$ cat config.mk
export PLATFORM = sky130hd
export DESIGN_NAME = alu_exec_unit
export DESIGN_NICKNAME = d
export VERILOG_FILES = /design/src/rtl/alu_pkg.sv /design/src/rtl/alu_comb.sv /design/src/rtl/alu_exec_unit.sv
export SDC_FILE = /design/constraint.sdc
export NUM_CORES = 1
export LEC_CHECK = 0
export ABC_AREA = 1
export CORE_ASPECT_RATIO = 0.9
export CORE_UTILIZATION = 54
export DETAILED_ROUTE_END_ITERATION = 6
export PLACE_DENSITY = 0.79
export SETUP_SLACK_MARGIN = 0.4
export SYNTH_ARGS = -nofsm -noshare
export SYNTH_HDL_FRONTEND = slang
export SYNTH_SLANG_ARGS = --single-unit
export TNS_END_PERCENT = 10
$ cat constraint.sdc
create_clock -name clk -period 2.45 [get_ports clk]
set_clock_uncertainty 0.05 [all_clocks]
set_input_delay 0.49 -clock clk [delete_from_list [all_inputs] [get_ports clk]]
set_output_delay 0.49 -clock clk [all_outputs]
set_load 0.01 [all_outputs]
$ cat src/rtl/alu_pkg.sv
// Shared opcode constants, FSM state type and small decode helpers for the
// multi-cycle ALU execution unit.
package alu_pkg;

    localparam logic [3:0] ALU_AND = 4'b0000;
    localparam logic [3:0] ALU_OR  = 4'b0001;
    localparam logic [3:0] ALU_ADD = 4'b0010;
    localparam logic [3:0] ALU_XOR = 4'b0011;
    localparam logic [3:0] ALU_SUB = 4'b0110;
    localparam logic [3:0] ALU_SLT = 4'b0111;
    localparam logic [3:0] ALU_SLL = 4'b1000;
    localparam logic [3:0] ALU_SRL = 4'b1001;

    localparam int SHAMT_W = 5;

    typedef enum logic [1:0] {
        ST_IDLE  = 2'd0,
        ST_SHIFT = 2'd1,
        ST_DONE  = 2'd2
    } alu_state_t;

    function automatic logic is_shift_op(input logic [3:0] op);
        return (op == ALU_SLL) || (op == ALU_SRL);
    endfunction

endpackage

$ cat src/rtl/alu_comb.sv
// Combinational datapath for the single-cycle operations plus opcode legality.
// Shift opcodes are flagged here but executed serially by the parent.
module alu_comb
    import alu_pkg::*;
#(
    parameter int WIDTH = 32
) (
    input  logic [3:0]       op,
    input  logic [WIDTH-1:0] a,
    input  logic [WIDTH-1:0] b,
    output logic [WIDTH-1:0] res,
    output logic             legal,
    output logic             is_shift
);

    logic [WIDTH-1:0] and_bits;
    logic [WIDTH-1:0] or_bits;
    logic [WIDTH-1:0] xor_bits;
    logic [WIDTH-1:0] sum;
    logic [WIDTH-1:0] diff;
    logic             lt_signed;

    generate
        for (genvar gi = 0; gi < WIDTH; gi++) begin : g_logic
            assign and_bits[gi] = a[gi] & b[gi];
            assign or_bits[gi]  = a[gi] | b[gi];
            assign xor_bits[gi] = a[gi] ^ b[gi];
        end
    endgenerate

    // add/sub wrap naturally at WIDTH bits; no carry or overflow is kept
    assign sum       = a + b;
    assign diff      = a - b;
    assign lt_signed = $signed(a) < $signed(b);

    always_comb begin
        res      = '0;
        legal    = 1'b1;
        is_shift = 1'b0;
        case (op)
            ALU_ADD: res = sum;
            ALU_SUB: res = diff;
            ALU_AND: res = and_bits;
            ALU_OR:  res = or_bits;
            ALU_XOR: res = xor_bits;
            ALU_SLT: res = {{(WIDTH-1){1'b0}}, lt_signed};
            ALU_SLL, ALU_SRL: begin
                // a zero shift amount completes immediately with the operand
                is_shift = 1'b1;
                res      = a;
            end
            default: legal = 1'b0;
        endcase
    end

endmodule

$ cat src/rtl/alu_exec_unit.sv
// ALU execution unit with valid/ready handshakes: single-cycle ops via alu_comb,
// shifts performed serially one bit per cycle, result held until consumed.
module alu_exec_unit
    import alu_pkg::*;
#(
    parameter int WIDTH = 32
) (
    input  logic             clk,
    input  logic             reset,
    input  logic             in_valid,
    output logic             in_ready,
    input  logic [3:0]       ALUControl_in,
    input  logic [WIDTH-1:0] A,
    input  logic [WIDTH-1:0] B,
    output logic             out_valid,
    input  logic             out_ready,
    output logic [WIDTH-1:0] result,
    output logic             zero,
    output logic             illegal_op
);

    alu_state_t         state_reg;
    logic [SHAMT_W-1:0] count_reg;
    logic [WIDTH-1:0]   work_reg;
    logic               shift_left_reg;
    logic [WIDTH-1:0]   result_reg;
    logic               zero_reg;
    logic               illegal_reg;
    logic               out_valid_reg;

    logic [WIDTH-1:0]   comb_res;
    logic               comb_legal;
    logic               comb_is_shift;
    logic [WIDTH-1:0]   shifted_next;
    logic [SHAMT_W-1:0] shamt;

    alu_comb #(
        .WIDTH (WIDTH)
    ) u_alu_comb (
        .op       (ALUControl_in),
        .a        (A),
        .b        (B),
        .res      (comb_res),
        .legal    (comb_legal),
        .is_shift (comb_is_shift)
    );

    assign shamt        = B[SHAMT_W-1:0];
    assign shifted_next = shift_left_reg ? (work_reg << 1) : (work_reg >> 1);

    // Gated by reset so no request looks acceptable while reset is held
    assign in_ready   = (state_reg == ST_IDLE) && !reset;
    assign out_valid  = out_valid_reg;
    assign result     = result_reg;
    assign zero       = zero_reg;
    assign illegal_op = illegal_reg;

    always_ff @(posedge clk) begin
        if (reset) begin
            state_reg      <= ST_IDLE;
            count_reg      <= '0;
            work_reg       <= '0;
            shift_left_reg <= 1'b0;
            result_reg     <= '0;
            zero_reg       <= 1'b0;
            illegal_reg    <= 1'b0;
            out_valid_reg  <= 1'b0;
        end else begin
            case (state_reg)
                ST_IDLE: begin
                    if (in_valid) begin
                        if (!comb_legal) begin
                            result_reg    <= '0;
                            zero_reg      <= 1'b1;
                            illegal_reg   <= 1'b1;
                            out_valid_reg <= 1'b1;
                            state_reg     <= ST_DONE;
                        end else if (comb_is_shift && (shamt != '0)) begin
                            work_reg       <= A;
                            count_reg      <= shamt;
                            shift_left_reg <= (ALUControl_in == ALU_SLL);
                            illegal_reg    <= 1'b0;
                            state_reg      <= ST_SHIFT;
                        end else begin
                            result_reg    <= comb_res;
                            zero_reg      <= (comb_res == '0);
                            illegal_reg   <= 1'b0;
                            out_valid_reg <= 1'b1;
                            state_reg     <= ST_DONE;
                        end
                    end
                end
                ST_SHIFT: begin
                    work_reg  <= shifted_next;
                    count_reg <= count_reg - 1'b1;
                    // last step: latch the final shifted value directly
                    if (count_reg == 1) begin
                        result_reg    <= shifted_next;
                        zero_reg      <= (shifted_next == '0);
                        out_valid_reg <= 1'b1;
                        state_reg     <= ST_DONE;
                    end
                end
                ST_DONE: begin
                    if (out_ready) begin
                        out_valid_reg <= 1'b0;
                        state_reg     <= ST_IDLE;
                    end
                end
                default: begin
                    out_valid_reg <= 1'b0;
                    state_reg     <= ST_IDLE;
                end
            endcase
        end
    end

endmodule

==> results.md, run 1 <==
- In this run, post-CTS hold repair placed 0 buffers.
- The number of buffers on the longest clock path is 2.
- The cell area that synthesis handed to floorplanning was 10460 µm².
- Sorting the synthesized cells by area gives the leading types as sky130_fd_sc_hd__nand2_1 20%, sky130_fd_sc_hd__dfxtp_1 14%, sky130_fd_sc_hd__ha_1 14%.
- The flow did not finish.
- The predominant post-synthesis flop cell is sky130_fd_sc_hd__dfxtp_1.
- After technology mapping, the gate count stands at 1895.
- The failing step is global routing (5_1_grt).
- Buffers inserted during clock tree synthesis total 9.
- The post-synthesis sequential area ratio is 14.36%.
- The proportion of netlist area held by the largest area contributor is 20.42%.
- In the synthesized netlist the async set-or-reset flop fraction comes to 0%.
- The tool reported: "[ERROR GRT-0116] Global routing finished with congestion. Check the congestion regions in the DRC Viewer".
- A synthesized cell averages 5.519 µm².
- The total track usage is 74.42%.
- Global routing finished with a remaining overflow of 42.
- After synthesis, the most frequently instantiated cells are 569 x sky130_fd_sc_hd__nand2_1, 328 x sky130_fd_sc_hd__inv_1, 197 x sky130_fd_sc_hd__nor2_1.
- The initial utilization of the core area, before any placement, comes to 55.93%.
- The library cell with the highest instance count after synthesis is sky130_fd_sc_hd__nand2_1.
- The vertical die dimension is 134.0 µm.
- The deepest level of the CTS H-tree is 3.
- The leading area contributor after synthesis is sky130_fd_sc_hd__nand2_1.
- Counting flops with a built-in enable in the synthesized netlist gives 0.
- The distinct cell type count of the synthesized netlist is 39.
- The die span in x is 148.7 µm.
- The largest net degree at the start of global routing is 78.
- The cell count after placement is 2520.
- Port buffering added 107 buffers.
- The placer's final routability congestion estimate is 1.086.
- The floorplan has 47 rows.
- The Yosys step of the flow raised 0 warnings.
- Synthesis inferred 75 register bits.
- The tree built by TritonCTS fans out to 75 sinks.
- The global-route wire length before repair is 112600 µm.
- The placed wire-length estimate is 37010 µm.
- Clock tree synthesis selected as its root buffer the cell sky130_fd_sc_hd__clkbuf_16.
- The via count of the first global-routing pass is 19151.
- The synthesized net count is 2084.
- For this design the top-level I/O count stands at 108.
per-stage QoR:
stage	hold WS (ns)	setup slack, ns	setup TNS (ns)	cell area, µm²	utilization [%]
2_1_floorplan	0.3943	0.1615	0	11000	-
4_1_cts	0.4159	-0.02162	-0.02162	17380	92.95
3_5_place_dp	0.4064	-1.206	-35.80	14710	78.68
3_3_place_gp	0.3999	-1.193	-32.72	14710	78.68
kinds of logic after synthesis:
group           synth area share, %
flops                         14.36
fa+ha+maj                     14.14
mux                           1.053
compound gates                16.15
simple gates                  38.82
buf+inv                       15.40
xor+xnor                    0.08376
layer usage:
| metal | track usage, % | overflow |
|---|---|---|
| met5 | 19.50 | 0 |
| met4 | 72.45 | 23 |
| met3 | 57.99 | 2 |
| met2 | 92.73 | 15 |
| met1 | 75.08 | 2 |
timing repair:
item                       CTS
pin swaps                  250
setup buffers               76
setup endpoints to repair   75
resized for setup          803
==> run 2: changes to the inputs <==
- CORE_ASPECT_RATIO: 0.9 -> unset
- CORE_UTILIZATION: 54 -> 40
- PLACE_DENSITY: 0.79 -> unset
- PLACE_DENSITY_LB_ADDON: unset -> 0.15
- SETUP_SLACK_MARGIN: 0.4 -> unset
- clock period: 2.45 -> 3.19 ns (I/O delays scaled with it)
==> run 2 against run 1 <==
Effect of this change:
- the run now ends clean
- synthesized area did not move
- synthesized cell count unchanged
==> results.md, run 2 <==
- The run finished with clean final reports.
- On the critical path, the stage with the largest delay is an instance of sky130_fd_sc_hd__clkdlybuf4s50_1.
- The worst max-slew margin expressed relative to the limit is 47.52%.
- The number of pins exceeding their max-slew limit in the final report was 0.
- In this run the power spent charging and discharging nets is 0.001876 W.
- The completed layout was analyzed and its total power is 0.004541 W.
- The die span in x is 163.7 µm (+10%).
- Using the TritonRoute via totals, the vias-per-cell ratio works out to 5.278.
- The total CTS buffers is 9 (unchanged).
- The signal on the critical path passes through clkdlybuf4s50_1 > inv_1 > nand2_1 > inv_1 > nand3_1 > buf_4 > nor2_1 > nor2_1 > nand2_1 > nor2_1 > nand3_1 > nor2_1 > nand2_1 > nor2_4 > nand3_2 > nor2_1 > nand3_1 > a21oi_1.
- The effective utilization at floorplan was 41.18% (-15 points).
- The number of diodes is 0.
- The core region is 25400 µm².
- The area of the mapped netlist is 10460 µm² (unchanged).
- The number of buffers on the longest clock path is 2 (unchanged).
- The number of buffers added to fix hold violations after cts is 0 (unchanged).
- The leakage component of the power is 8.102 nW.
- Of the total power, the share spent switching nets is 41.32%.
- The largest net degree at the start of global routing is 93.
- The floorplan step defined a die boundary enclosing 26800 µm².
- The sequential group share of total power is 23.8%.
- The total stage count of the critical path is 18.
- The later pin in the worst-skew pair is clocked with a latency of 0.33 ns.
- The number of buffers and inverters on the critical path is 4.
- The clock network is responsible for 20.7% of the overall power.
- The placement-stage cell area came to 14340 µm² (-2.6%).
- The total track usage is 35.45%.
- The post-route standard cell area excluding fillers is 15720 µm².
- Sorting the synthesized cells by area gives the leading types as sky130_fd_sc_hd__nand2_1 20%, sky130_fd_sc_hd__dfxtp_1 14%, sky130_fd_sc_hd__ha_1 14%.
- The placed wire-length estimate is 38980 µm (+5.3%).
- The clock root buffer is sky130_fd_sc_hd__clkbuf_16.
- For the worst setup path, the data arrival time is 3.39 ns.
- The critical path is of the in -> reg type.
- The number of enable flip-flop cells after synthesis is 0 (unchanged).
- The number of nets with antenna violations after detailed routing is 0.
- The total global routing overflow is 0.
- The count of endpoints failing hold in the final timing report came to 0.
- After clock tree synthesis, the clock-pin slew on the worst setup and hold paths is 0.06 ns.
- The layout-stage area growth over the synthesis result is 50.26%.
- The clock period could shrink to 3.171 ns.
- In the routed design, unresolved DRC markers number 0.
- The category of the worst setup path capture point is a flop.
- Cells fill 61.87% of the core in the end.
- Grouping stages by cell kind, the critical path spends the most delay in simple AND/OR/NAND/NOR gates.
- Setup violations remaining at the end of the flow were counted as 0.
- Combinational cells account for 55.6% of the total power.
- The count of clock tree sinks was 75 (unchanged).
- The predominant post-synthesis flop cell is sky130_fd_sc_hd__dfxtp_1.
- The top-level port count came to 108 (unchanged).
- The proportion of netlist area held by the largest area contributor is 20.42% (unchanged).
- After layout, the worst path uses 99.40% of the clock period.
- The synthesized design spends more area on one cell type than any other, namely sky130_fd_sc_hd__nand2_1.
- The library cell used most frequently in the layout, excluding fill and tap cells, is sky130_fd_sc_hd__nand2_1.
- The kind of path behind the tightest hold check is reg -> reg.
- Sorting the synthesized cells by how often they occur yields 569 x sky130_fd_sc_hd__nand2_1, 328 x sky130_fd_sc_hd__inv_1, 197 x sky130_fd_sc_hd__nor2_1.
- The distinct cell type count of the synthesized netlist is 39 (unchanged).
- The total routed wirelength is 48080 µm.
- The gate count after technology mapping was 1895 (unchanged).
- The transition time at the pin with the least slew margin is 0.7800 ns.
- The number of port buffers is 107 (unchanged).
- The path depth of the worst reg2reg path is 7.
- The final setup TNS is 0 ns.
- The number of antenna violations at the first check in global routing was 0.
- The violation count after the first detailed-route iteration is 1313.
- In the final layout, the share of cells above drive strength 1 is 26.43%.
- IR analysis of the VDD net gives a maximum drop of 263.2 µV.
- The vertical die dimension came to 163.7 µm (+22%).
- The deepest level of the CTS H-tree is 3 (unchanged).
- Power spread over the standard cell area amounts to 288.9 nW/µm².
- The kind of launch point of the worst setup path is an input port.
- The synthesized area per cell is 5.519 µm² (unchanged).
- The via count of the first global-routing pass is 13079.
- The library cells used most frequently in the layout, excluding fill and tap cells, are 526 x sky130_fd_sc_hd__nand2_1, 365 x sky130_fd_sc_hd__buf_4, 306 x sky130_fd_sc_hd__inv_1.
- The register bit total from synthesis is 75 (unchanged).
- The proportion of synthesized flip-flops having asynchronous set or reset is 0% (unchanged).
- The tool flagged a number of max-cap violations equal to 0.
- The number of cell rows is 58 (+23%).
- The library cell with the highest instance count after synthesis is sky130_fd_sc_hd__nand2_1.
- The post-synthesis sequential area ratio came to 14.36% (unchanged).
- The internal portion of total power is 0.002664 W.
- The first global-routing pass estimated 72240 µm of wire.
- The net count of the finished layout is 2497.
- The maximum fanout count along the critical path is 5.
- For this run, the slowest stage of the critical path takes 0.66 ns.
- The worst hold path was traced through 2 stages.
- The most used cell along the critical path is sky130_fd_sc_hd__nor2_1.
- TritonCTS built the clock tree.
- The Yosys warning count was 0 (unchanged).
- The via count is 13944.
- The fmax is 315.4 MHz.
- The first-pass iteration count of the detailed router is 6.
- The placer's final routability congestion estimate is 1.016 (-6.4%).
- The synthesized net count came to 2084 (unchanged).
- STA puts the critical path data required time at 3.41 ns.
- After detailed routing, the average wire length per cell comes to 18.20 µm.
run 2: cell counts after synthesis:
Identical to the previous run, type by type.
run 2: path summary, 6_finish.rpt:
kind                                        from            to  slack [ns]
worst max-delay path            ALUControl_in[0]          zero        0.02
worst min-delay path                work_reg[20]  work_reg[20]        0.42
worst max register to register    shift_left_reg          zero        0.86
worst min register to register      work_reg[20]  work_reg[20]        0.42
run 2: cell type report:
class | instances | area (µm²)
Timing Repair Buffer | 478 | 3969
Multi-Input combinational cell | 1411 | 8314
Tap cell | 330 | 412.9
Clock buffer | 9 | 225.2
Fill cell | 2493 | 9684
Sequential cell | 75 | 1501
Inverter | 333 | 1250
Clock inverter | 6 | 42.54
run 2: kinds of logic after synthesis:
logic type | share of synthesized area, %
flip-flops | 14.36
buffers and inverters | 15.40
AND/OR/NAND/NOR | 38.82
XOR/XNOR | 0.08376
AO/OA/AOI/OAI | 16.15
adder cells (fa/ha/maj) | 14.14
multiplexers | 1.053
run 2: metal layers:
layer / global-route usage, % / share of wire, % / wire (µm)
met5: 0 / 0 / 0
met4: 18.86 / 6.4 / 3071
met3: 3.308 / 5.7 / 2758
met2: 61.02 / 47 / 22400
met1: 43.55 / 41 / 19860
run 2: what timing repair did:
action / 4_1_cts / 5_1_grt
buffers inserted: 1 / 15
pin swaps: 2 / 47
endpoints found under the setup margin: 3 / 11
cloned: 0 / 0
gates resized for setup: 57 / 210
run 2: power by group through the flow:
stage / clock, W / combinational [W] / sequential (W)
floorplan: 0 / 0.00101 / 0.00112
global placement: 0 / 0.00222 / 0.00110
detailed placement: 0 / 0.00222 / 0.00110
CTS: 0.000941 / 0.00228 / 0.00108
global route: 0.000993 / 0.00272 / 0.00109
finish: 0.000938 / 0.00252 / 0.00108
run 2: metrics by stage:
stage | hold WS (ns) | instances | setup WS (ns)
2_1_floorplan | 0.3943 | 1895 | 0.5738
3_3_place_gp | 0.4048 | 2611 | -0.7258
3_5_place_dp | 0.4056 | 2611 | -0.7391
4_1_cts | 0.4148 | 2627 | 0.002284
5_1_grt | 0.4449 | 2642 | -0.07918
6_report | 0.4177 | 2642 | 0.01900
run 2: worst register-to-register path, stage by stage (launching register included):
cell and delay, ns:
sky130_fd_sc_hd__dfxtp_1 0.33, sky130_fd_sc_hd__buf_4 0.38, sky130_fd_sc_hd__o21ai_0 0.20, sky130_fd_sc_hd__nor2_1 0.14, sky130_fd_sc_hd__nand3_1 0.08, sky130_fd_sc_hd__nor4_1 0.60
sky130_fd_sc_hd__a41oi_1 0.29, sky130_fd_sc_hd__a21oi_1 0.18
Note: power is estimated with default switching activity, not from simulation.
==> run 3: changes to the inputs <==
- ABC_AREA: 1 -> unset
==> run 3 against run 2 <==
Effect of this change:
- sequential power about the same
- synthesized area down 6.7%
- synthesized cell count down 26%
- via count down 6.0%
- sequential share of layout area down 0.16 points
- routed wire length down 4.4%
- die area down 6.6%
- the run now ends with negative setup slack left
- combinational power up 9.1%
- hold slack worse by 0.015 ns
- critical path depth unchanged
- core utilization up 5.6 points
- largest cell class unchanged
- maximum frequency down 16%
==> results.md, run 3 <==
- The flow ran to the end, but the final reports show violations.
- The checks that failed: negative setup slack.
- The final count of negative-setup-slack endpoints is 20 (+20).
- The met3 routing resource usage after global routing was 3.969% (+0.66 points).
- The worst max-slew margin expressed relative to the limit is 46.55% (-0.97 points).
- The number of pins exceeding their max-slew limit in the final report came to 0 (unchanged).
- The area inside the core boundary is 23680 µm² (-6.8%).
- After synthesis, the cell types taking the most area are sky130_fd_sc_hd__dfxtp_1 15%, sky130_fd_sc_hd__ha_1 15%, sky130_fd_sc_hd__a21oi_1 6.7%.
- The fraction of synthesized area in multiplexers is 4.091% (+3.0 points).
- The overall power was 0.004912 W (+8.2%).
- The die span in x is 158.2 µm (-3.4%).
- The switching power total is 0.001883 W (+0.37%).
- The post-CTS clock slew at the launch and capture registers of the worst setup and hold paths is 0.06 ns (about the same).
- The number of buffers on the longest clock path is 2 (unchanged).
- The fmax is 265.2 MHz (-16%).
- The reg-to-reg startpoint is state_reg[0].
- The register bit total from synthesis is 75 (unchanged).
- The average wire per cell in the routed design is 20.78 µm (+14%).
- The effective utilization at floorplan is 41.20% (about the same).
- The full die area was 25020 µm² (-6.6%).
- The global-route met2 utilization was 59.29% (-1.7 points).
- The critical path in this run is classified as in -> reg.
- The worst hold path belongs to the class reg -> reg.
- The number of nets with antenna violations after detailed routing is 0 (unchanged).
- The proportion of synthesized flip-flops having asynchronous set or reset was 0% (unchanged).
- The met1 track demand over resource in global routing is 49.13% (+5.6 points).
- The most critical setup path has its startpoint at A[0].
- The cell depth of the worst hold path was 2 (unchanged).
- The signal arrival time at the worst endpoint is 4.00 ns (+0.61 ns).
- The count of clock tree sinks is 75 (unchanged).
- The clock latency of the later-clocked register in the worst-skew pair is 0.34 ns (about the same).
- The placement-stage cell area is 14140 µm² (-1.4%).
- The required time of the worst setup path is 3.42 ns (about the same).
- Setup repair after global routing could not meet its margin everywhere.
- The number of fill cells is 2115 (-15%).
- The post-route standard cell area excluding fillers is 15990 µm² (+1.7%).
- TritonCTS built the clock tree.
- The maximum fanout count along the critical path came to 4 (-1).
- The compound-gate portion of the synthesized area is 32.71% (+17 points).
- The total CTS buffers is 9 (unchanged).
- The sequential group share of total power is 22.3% (-1.5 points).
- From synthesis to final layout, the design area changed by 63.88%.
- The vertical die dimension is 158.2 µm (-3.4%).
- The worst vdd rail ir drop is 330.4 µV (+26%).
- The largest net degree at the start of global routing came to 76 (-18%).
- The ratio of routed vias to standard cells was 5.929 (+12%).
- The net count of the finished layout came to 2076 (-17%).
- The total global routing overflow is 0 (unchanged).
- The reported max-cap violation count is 0 (unchanged).
- The number of enable flip-flop cells after synthesis is 0 (unchanged).
- The placed wire-length estimate was 36000 µm (-7.6%).
- The area of the mapped netlist was 9757 µm² (-6.7%).
- The leakage component of the power came to 6.933 nW (-14%).
- The critical-path cell with the highest stage delay is sky130_fd_sc_hd__fa_2.
- The simple-gate share of the synthesized area is 24.69% (-14 points).
- The part of the total power dissipated in the clock network came to 21.7% (+1.0 points).
- The synthesized area per cell is 6.979 µm² (+26%).
- The reg-to-reg setup timing slack is 0.11 ns (-0.75 ns).
- The total power density per cell area came to 307.2 nW/µm² (+6.3%).
- The leading area contributor after synthesis is sky130_fd_sc_hd__dfxtp_1.
- The internal portion of total power came to 0.003029 W (+14%).
- The path with the worst hold slack has its endpoint at result[1].
- The violation count after the first detailed-route iteration is 1385 (+5.5%).
- By area, the combinational part of the netlist is dominated by compound AO/OA/AOI/OAI gates.
- The total track usage is 36.48% (+1.0 points).
- The number of cell rows is 56 (-3.4%).
- The post-detailed-route DRC marker count is 0 (unchanged).
- The top-level port count came to 108 (unchanged).
- In the layout the commonest cells are 425 x sky130_fd_sc_hd__buf_4, 148 x sky130_fd_sc_hd__nor2_1, 129 x sky130_fd_sc_hd__nand2_1.
- The post-synthesis sequential area ratio was 15.39% (+1.0 points).
- The xor/xnor share of the synthesized area is 0.08977% (+0.0060 points).
- The global routing stage identified its most utilized layer as met2.
- The placer's final routability congestion estimate is 1.013 (-0.34%).
- The via count of the first global-routing pass is 12540 (-4.1%).
- The non-filler instance count after layout was 2211 (-16%).
- The final critical delay including setup and external delays is 3.771 ns (+0.5999 ns).
- The transition time at the pin with the least slew margin was 0.8017 ns (+0.02175 ns).
- The count of endpoints failing hold in the final timing report is 0 (unchanged).
- The commonest cells after synthesis are 156 x sky130_fd_sc_hd__nor2_1, 131 x sky130_fd_sc_hd__a21oi_1, 130 x sky130_fd_sc_hd__nand2_1.
- The global-route wire length before repair is 69700 µm (-3.5%).
- The Yosys warning count came to 0 (unchanged).
- The largest stage delay on the critical path is 0.37 ns (-0.29 ns).
- The cell count after placement is 2154 (-18%).
- The category of the worst setup path capture point is a flop.
- The final period utilization is 118.2% (+19 points).
- The number of antenna violations at the first check in global routing was 0 (unchanged).
- The critical path goes through buf_8 > inv_4 > ha_4 > fa_2 > nor2_4 > o221ai_4 > buf_6 > a211oi_2 > o21a_2 > o211ai_1 > buf_4 > a41o_1 > a211oi_1 > o21ai_2 > buf_4 > nor4_2 > and4b_1 > a41o_1.
- The fraction of layout instances using a drive strength above 1 was 37.49% (+11 points).
- The final setup TNS is -5.002 ns (-5.002 ns).
- The synthesized net count is 1587 (-24%).
- The adder and majority gate portion of the synthesized area is 15.16% (+1.0 points).
- The minimum hold slack is 0.4031 ns (-0.01460 ns).
- The proportion of netlist area held by the largest area contributor was 15.39% (-5.0 points).
- The startpoint identified for the worst hold timing path is result[1].
- The number of port buffers is 107 (unchanged).
- The worst setup path is launched from an input port.
- The distinct cell type count of the synthesized netlist came to 93 (+140%).
- The via count is 13108 (-6.0%).
- The gate count after technology mapping is 1398 (-26%).
- The total routed wirelength is 45950 µm (-4.4%).
- The share of total power in combinational logic was 56.0% (+0.4 points).
- Leaving out fill and tap cells, the most frequent cell in the layout is sky130_fd_sc_hd__buf_4.
- The switching power as a share of total power is 38.34% (-3.0 points).
- The deepest level of the CTS H-tree is 3 (unchanged).
- The library cell with the highest instance count after synthesis is sky130_fd_sc_hd__nor2_1.
- The path depth of the worst reg2reg path came to 11 (+4).
- The predominant post-synthesis flop cell is sky130_fd_sc_hd__dfxtp_1.
- The post-route worst setup slack was -0.5809 ns (-0.5999 ns).
- The clock root buffer is sky130_fd_sc_hd__clkbuf_16.
- The destination of the worst register-to-register timing path is zero.
- The first-pass iteration count of the detailed router is 5 (-1).
==> run 3: changes by cell type after synthesis, moves of 31 or more <==
cell and change:
sky130_fd_sc_hd__a211oi_1 +39, sky130_fd_sc_hd__a21oi_1 +48, sky130_fd_sc_hd__a31oi_1 -44, sky130_fd_sc_hd__buf_2 -31, sky130_fd_sc_hd__clkbuf_1 +51, sky130_fd_sc_hd__inv_1 -221, sky130_fd_sc_hd__nand2_1 -439, sky130_fd_sc_hd__nand3_1 -147
sky130_fd_sc_hd__nor2_1 -41, sky130_fd_sc_hd__nor3_1 +32
==> run 3: power groups by stage <==
| stage | clock network [W] | registers, W | logic (W) |
|---|---|---|---|
| global placement | 0 | 0.00111 | 0.00232 |
| CTS | 0.00107 | 0.00110 | 0.00258 |
| finish | 0.00107 | 0.00110 | 0.00275 |
| floorplan | 0 | 0.00112 | 0.00107 |
| detailed placement | 0 | 0.00111 | 0.00234 |
| global route | 0.00111 | 0.00111 | 0.00293 |
==> run 3: worst max path at each step <==
| stage | endpoint | slack, ns |
|---|---|---|
| 3_3_place_gp | result[31] | -1.45 |
| 2_1_floorplan | zero | -0.42 |
| 5_1_grt | zero | -0.73 |
| 6_report | zero | -0.58 |
| 4_1_cts | zero | -0.77 |
| 3_5_place_dp | zero | -1.49 |
==> run 3: cells by family (layout without fill, tap and decap cells) <==
kind of cell | after synthesis | in the layout
mux | 39 | 39
simple gates | 499 | 499
other cells | 0 | 1
fa+ha+maj | 117 | 117
buf+inv | 200 | 693
xor+xnor | 1 | 1
compound gates | 467 | 467
flops | 75 | 75
==> run 3: worst max-delay path, delay by kind of cell <==
family                   cells  cell delay, ns
AO/OA/AOI/OAI                8            1.46
buffers and inverters        5            0.62
AND/OR/NAND/NOR              3            0.73
adder cells (fa/ha/maj)      2            0.52
==> run 3: layout make-up <==
type                       instances  area, µm²  area share (%)
clock inverter                     5      78.83          0.4930
timing repair buffer             569       4697           29.38
tap                              319      399.1           2.496
sequential                        75       1501           9.390
antenna                            1      2.502         0.01565
inverter                         109      426.7           2.668
clock buffer                      10      229.0           1.432
multi-input combinational       1123       8655           54.13
==> run 3: metal layers <==
metal,share of wire (%),vias up
li1,-,6122
met1,43,6199
met2,45,662
met3,7.8,125
met4,3.9,0
met5,0,-
==> run 3: stage by stage <==
step | util [%] | setup slack, ns
2_1_floorplan | - | -0.4181
3_3_place_gp | 59.70 | -1.451
3_5_place_dp | 59.70 | -1.491
4_1_cts | 65.37 | -0.7719
5_1_grt | 67.50 | -0.7328
6_report | 67.51 | -0.5809
==> run 3: what timing repair did <==
item	in CTS	in global routing
pin swaps	68	44
setup buffers	31	10
resized for setup	271	97
endpoints found under the setup margin	29	28
hold buffers	0	0
